File: config.mk
export PLATFORM = sky130hd
export DESIGN_NAME = time_set_controller
export DESIGN_NICKNAME = d
export VERILOG_FILES = /design/src/rtl/time_set_controller.sv
export SDC_FILE = /design/constraint.sdc
export NUM_CORES = 1
export LEC_CHECK = 0
export ABC_AREA = 1
export BUFFER_PORTS_ARGS = -buffer_cell sky130_fd_sc_hd__buf_4
export CELL_PAD_IN_SITES_DETAIL_PLACEMENT = 1
export CELL_PAD_IN_SITES_GLOBAL_PLACEMENT = 2
export CORE_ASPECT_RATIO = 0.9
export CORE_MARGIN = 2
export CORE_UTILIZATION = 29
export DETAILED_ROUTE_END_ITERATION = 7
export HOLD_SLACK_MARGIN = 0.06
export PLACE_DENSITY = 0.77
export REMOVE_ABC_BUFFERS = 1
export SLEW_MARGIN = 10
export SYNTH_ARGS = -nofsm -noshare
export SYNTH_HDL_FRONTEND = slang
export SYNTH_SLANG_ARGS = --single-unit
export TNS_END_PERCENT = 100
File: constraint.sdc
create_clock -name i_clk -period 1.8 [get_ports i_clk]
set_input_delay 0.18 -clock i_clk [delete_from_list [all_inputs] [get_ports i_clk]]
set_output_delay 0.18 -clock i_clk [all_outputs]
set_load 0.01 [all_outputs]
File: src/rtl/time_set_controller.sv
// rtl/time_set_controller.sv - set-time FSM, display-mode select and digit blink mask for the time counter
module time_set_controller #(
  parameter int TIMEOUT_CYC  = 10000,
  parameter int BLINK_HALF   = 500,
  parameter int REPEAT_DELAY = 500,
  parameter int REPEAT_RATE  = 100
) (
  input  logic       i_clk,
  input  logic       i_reset,
  input  logic       i_btn_set,
  input  logic       i_btn_mode,
  input  logic       i_btn_up,
  input  logic       i_btn_down,
  input  logic [5:0] i_hour,
  input  logic [5:0] i_min,
  output logic       o_run,
  output logic       o_load,
  output logic [5:0] o_set_hour,
  output logic [5:0] o_set_min,
  output logic       o_disp_mode,
  output logic [3:0] o_blank,
  output logic [1:0] o_state
);

  localparam int TW = $clog2(TIMEOUT_CYC + 1);
  localparam int BW = $clog2(2 * BLINK_HALF + 1);
  localparam int RW = $clog2(REPEAT_DELAY + 1);

  localparam logic [TW-1:0] IDLE_LAST  = TW'(TIMEOUT_CYC - 1);
  localparam logic [BW-1:0] BLINK_LAST = BW'(2 * BLINK_HALF - 1);
  localparam logic [BW-1:0] BLINK_MID  = BW'(BLINK_HALF);
  localparam logic [RW-1:0] RPT_FIRST  = RW'(1);
  localparam logic [RW-1:0] RPT_FIRE   = RW'(REPEAT_DELAY);
  // Reload so that the counter climbs back to RPT_FIRE after REPEAT_RATE cycles.
  localparam logic [RW-1:0] RPT_RELOAD = RW'(REPEAT_DELAY - REPEAT_RATE + 1);

  typedef enum logic [1:0] {
    RUN      = 2'b00,
    SET_HOUR = 2'b01,
    SET_MIN  = 2'b10,
    COMMIT   = 2'b11
  } state_t;

  state_t state, state_next;

  logic set_lvl, mode_lvl, up_lvl, down_lvl;
  logic set_prev, mode_prev, up_prev, down_prev;
  logic set_edge, mode_edge, up_edge, down_edge;

  logic [5:0]    hour, minute, hour_next, minute_next;
  logic          disp_sel, disp_sel_next;
  logic          run, disp;
  logic [TW-1:0] idle_cnt, idle_next;
  logic [BW-1:0] blink_cnt, blink_next;
  logic [RW-1:0] rpt_cnt, rpt_next;
  logic          step, step_up;

  assign set_edge  = set_lvl  & ~set_prev;
  assign mode_edge = mode_lvl & ~mode_prev;
  assign up_edge   = up_lvl   & ~up_prev;
  assign down_edge = down_lvl & ~down_prev;

  always_comb begin
    state_next    = state;
    hour_next     = hour;
    minute_next   = minute;
    disp_sel_next = disp_sel;
    idle_next     = '0;
    blink_next    = '0;
    rpt_next      = '0;
    step          = 1'b0;
    step_up       = 1'b0;
    unique case (state)
      RUN: begin
        if (mode_edge) disp_sel_next = ~disp_sel;
        if (set_edge) begin
          hour_next   = (i_hour > 6'd23) ? 6'd0 : i_hour;
          minute_next = (i_min > 6'd59) ? 6'd0 : i_min;
          state_next  = SET_HOUR;
        end
      end
      SET_HOUR, SET_MIN: begin
        if (set_edge) begin
          state_next = (state == SET_HOUR) ? SET_MIN : COMMIT;
        end else begin
          if (up_lvl && down_lvl) begin
            rpt_next = '0;
          end else if (up_edge) begin
            step     = 1'b1;
            step_up  = 1'b1;
            rpt_next = RPT_FIRST;
          end else if (down_edge) begin
            step     = 1'b1;
            rpt_next = RPT_FIRST;
          end else if ((up_lvl || down_lvl) && rpt_cnt != '0) begin
            if (rpt_cnt == RPT_FIRE) begin
              step     = 1'b1;
              step_up  = up_lvl;
              rpt_next = RPT_RELOAD;
            end else begin
              rpt_next = rpt_cnt + 1'b1;
            end
          end
          blink_next = (step || blink_cnt == BLINK_LAST) ? '0 : blink_cnt + 1'b1;
          if (step || mode_edge || up_edge || down_edge) begin
            idle_next = '0;
          end else if (idle_cnt == IDLE_LAST) begin
            state_next = RUN;
          end else begin
            idle_next = idle_cnt + 1'b1;
          end
          if (step && state == SET_HOUR) begin
            if (step_up) hour_next = (hour == 6'd23) ? 6'd0 : hour + 6'd1;
            else         hour_next = (hour == 6'd0) ? 6'd23 : hour - 6'd1;
          end else if (step) begin
            if (step_up) minute_next = (minute == 6'd59) ? 6'd0 : minute + 6'd1;
            else         minute_next = (minute == 6'd0) ? 6'd59 : minute - 6'd1;
          end
        end
      end
      default: state_next = RUN;
    endcase
  end

  always_ff @(posedge i_clk) begin
    if (i_reset) begin
      state     <= RUN;
      set_lvl   <= 1'b1;
      mode_lvl  <= 1'b1;
      up_lvl    <= 1'b1;
      down_lvl  <= 1'b1;
      set_prev  <= 1'b1;
      mode_prev <= 1'b1;
      up_prev   <= 1'b1;
      down_prev <= 1'b1;
      hour      <= 6'd0;
      minute    <= 6'd0;
      disp_sel  <= 1'b0;
      run       <= 1'b1;
      disp      <= 1'b0;
      idle_cnt  <= '0;
      blink_cnt <= '0;
      rpt_cnt   <= '0;
    end else begin
      state     <= state_next;
      set_lvl   <= i_btn_set;
      mode_lvl  <= i_btn_mode;
      up_lvl    <= i_btn_up;
      down_lvl  <= i_btn_down;
      set_prev  <= set_lvl;
      mode_prev <= mode_lvl;
      up_prev   <= up_lvl;
      down_prev <= down_lvl;
      hour      <= hour_next;
      minute    <= minute_next;
      disp_sel  <= disp_sel_next;
      run       <= (state_next == RUN);
      // The stored mode survives the edit; only the visible copy is forced to 0.
      disp      <= (state_next == RUN) && disp_sel_next;
      idle_cnt  <= idle_next;
      blink_cnt <= blink_next;
      rpt_cnt   <= rpt_next;
    end
  end

  always_comb begin
    o_blank = 4'b0000;
    if (blink_cnt >= BLINK_MID) begin
      if (state == SET_HOUR)     o_blank = 4'b1100;
      else if (state == SET_MIN) o_blank = 4'b0011;
    end
  end

  assign o_load      = (state == COMMIT);
  assign o_run       = run;
  assign o_disp_mode = disp;
  assign o_set_hour  = hour;
  assign o_set_min   = minute;
  assign o_state     = state;

endmodule

==> qor.csv <==
stage,metric,value,unit
cts,CTS Buf Count,9,
pwr,Max VDD drop,0.358,mV
sta,post-route minimum period,1770,ps
outcome,run status,completed,
sta,final hold violation count,0,
layout,filler instances,1457,
global_routing,vias in the first global route,3432,
sta,Max-Slew Margin vs Limit,62.6,%
worst_hold_path,Hold WC Path Type,in -> reg,
global_routing,GRT met3 Usage,3.06,%
logic_synthesis,library cells used by synthesis,38,
layout,Final nets,602,
sta,clock skew,7.15,ps
cts,clock sinks,58,
layout,Syn-to-layout area delta,35.2,%
logic_synthesis,top post-synthesis cells by area,"dfxtp_1, nand2_1, nor2_1",
detailed_routing,drc violations,0,
detailed_routing,wire per inst,13.7,um
floorplan,die width,118,um
global_routing,grt met2 use,25.7,%
cts,"Reg clk slew, reported paths",50,ps
sta,unrepaired setup endpoints after global routing,true,
floorplan,I/O pin count,39,
logic_synthesis,"top cells by count, synth","nand2_1, nor2_1, dfxtp_1, inv_1, nand3_1",
critical_path,CP Data Arrival Time,1980,ps
cts,clock latency on the worst-skew pair,320,ps
placement,gpl congestion,0.832,
critical_path,WS Path Type,reg -> reg,
floorplan,Rows,37,
layout,share of layout cells above drive strength 1,27.1,%
pwr,leak pwr,1.95,nW
sta,Worst Tran Pin Value,558,ps
logic_synthesis,area fraction of the dominant cell type after synthesis,34.3,%
global_routing,gr usage total,15.9,%
critical_path,crit start category,register,
detailed_routing,WL final,9950,um
logic_synthesis,Post-synth EDFFs,0,
global_routing,initial antenna violation count,0,
sta,fin. max-slew vios,0,
global_routing,GRT busiest layer,met2,
floorplan,die height,107,um
detailed_routing,Vias,3411,
layout,post-layout util,40.2,%
global_routing,first-pass GRT wire length,16300,um
logic_synthesis,Syn Area/Cell,6.83,um2
logic_synthesis,cells after synthesis,496,
sta,# setup viols final,0,
sta,crit share post-route,98.3,%
critical_path,Worst Path Max Fanout,7,
sta,Max Freq,0.565,GHz
logic_synthesis,"area leader, netlist",dfxtp_1,
cts,CTS root buf,clkbuf_16,
pwr,Pwr Density,840,mW/mm2
detailed_routing,Antenna Nets Post-Route,0,
global_routing,largest net degree at the start of global routing,18,
placement,"Cell Area, Placed",0.00398,mm2
layout,final instance area,0.00458,mm2
detailed_routing,drt via density,4.69,
global_routing,grt ovf,0,
logic_synthesis,synth warn,0,
detailed_routing,TritonRoute pass-1 iters,4,
floorplan,DIE AREA,0.0126,mm2
logic_synthesis,Post-synth top flop,dfxtp_1,
logic_synthesis,#FFs+latches synth,58,
placement,DP Wirelength,7310,um
logic_synthesis,"Seq/Total Area, Yosys",34.3,%
floorplan,core footprint,0.0114,mm2
placement,PortBufs,38,
sta,Setup TNS Final,0,ps
global_routing,GRT met1 Usage,21.8,%
critical_path,CP endpoint kind,register,
logic_synthesis,"FFs w/ async S/R, synth",0,%
cts,clk buf depth,2,
placement,dpl ws,-28.5,ps
cts,H-tree Lvls,3,
floorplan,Initial Util,29.7,%
critical_path,"Req. time, crit path",2010,ps
detailed_routing,DR iter-0 viols,106,
sta,fin worst setup slack,30.3,ps
logic_synthesis,cell area after synthesis,0.00339,mm2
cts,CTS tree,done,
job,number of max-cap violations,0,
logic_synthesis,"count leader, synth",nand2_1,
sta,Hold WS,132,ps
layout,antenna diode count,0,
## metal layers
metal,vias to the layer above,wire (um)
met5,-,0
met4,0,109
met3,12,423
met2,51,4570
met1,1606,4850
li1,1742,-
## state kept, by name, indices dropped and copies added (netlist names), 2 cells and up
signal	count
idle_cnt	14
o_set_min	6
rpt_cnt	9
blink_cnt	10
o_state	2
o_set_hour	6
## path summary, 6_finish.rpt
| path | from | to | slack, ps | depth (start not counted) |
|---|---|---|---|---|
| hold reg to reg | idle_cnt[0] | idle_cnt[0] | 410 | 1 |
| setup / recovery | rpt_cnt[1] | idle_cnt[6] | 30 | 13 |
| hold / removal | i_reset | o_state[1] | 130 | 2 |
| setup reg to reg | rpt_cnt[1] | idle_cnt[6] | 30 | 13 |
## area by class of cell
cell class / count / area [um2] / share of cell area, %
Multi-Input combinational cell: 362 / 2110 / 46.1
Inverter: 64 / 248 / 5.41
Tap cell: 156 / 195 / 4.26
Timing Repair inverter: 1 / 5.00 / 0.109
Clock inverter: 3 / 17.5 / 0.383
Sequential cell: 58 / 1170 / 25.5
Timing Repair Buffer: 73 / 592 / 12.9
Clock buffer: 11 / 243 / 5.30
## worst max-delay path, cell delays in order (launching register included)
cell and delay [ps]:
dfxtp_2 320, inv_2 60, ha_4 130, inv_2 40, buf_6 110, nor2_4 110
nand4_4 80, nand2_4 100, nand2_8 70, buf_4 160, buf_4 140, o2111ai_4 90
clkbuf_16 200, nor2_1 40
## placed cells by master (no fill, tap or decap), drive strengths merged, types with 3 or more instances in the layout
| cell | count |
|---|---|
| nand3 | 46 |
| xor2 | 12 |
| o21ai | 23 |
| inv | 62 |
| nand2 | 109 |
| nand4 | 13 |
| nor3 | 14 |
| xnor2 | 3 |
| clkbuf | 12 |
| dlygate4sd3 | 4 |
| dfxtp | 58 |
| clkinv | 5 |
| nor4 | 4 |
| or2 | 12 |
| a21oi | 27 |
| buf | 68 |
| ha | 15 |
| nor3b | 3 |
| nor2 | 73 |
## stage by stage
step	power (W)	cells
after floorplan	0.00193	484
after global placement	0.00225	700
after detailed placement	0.00225	700
after CTS	0.00381	720
after global routing	0.00406	728
final	0.00385	728
## cells by family after synthesis
kind of cell	share of synthesized area [%]
simple gates	37.7
xor+xnor	3.88
buf+inv	8.94
compound gates	9.61
flops	34.3
fa+ha+maj	5.54
## where the power goes
part           internal (W)  switching (W)  total (W)
Combinational      0.000366       0.000548   0.000914
Clock              0.000946       0.000572    0.00152
Sequential          0.00134      0.0000738    0.00142
Total               0.00265        0.00119    0.00385
## what timing repair did
item / 4_1_cts / 5_1_grt
endpoints found under the setup margin: 11 / 25
hold buffers: 4 / 0
pin swaps: 9 / 20
setup buffers: 2 / 6
cloned: 0 / 2
gates resized for setup: 13 / 43
hold endpoints to repair: 4 / 0
Note: power is estimated with default switching activity, not from simulation.
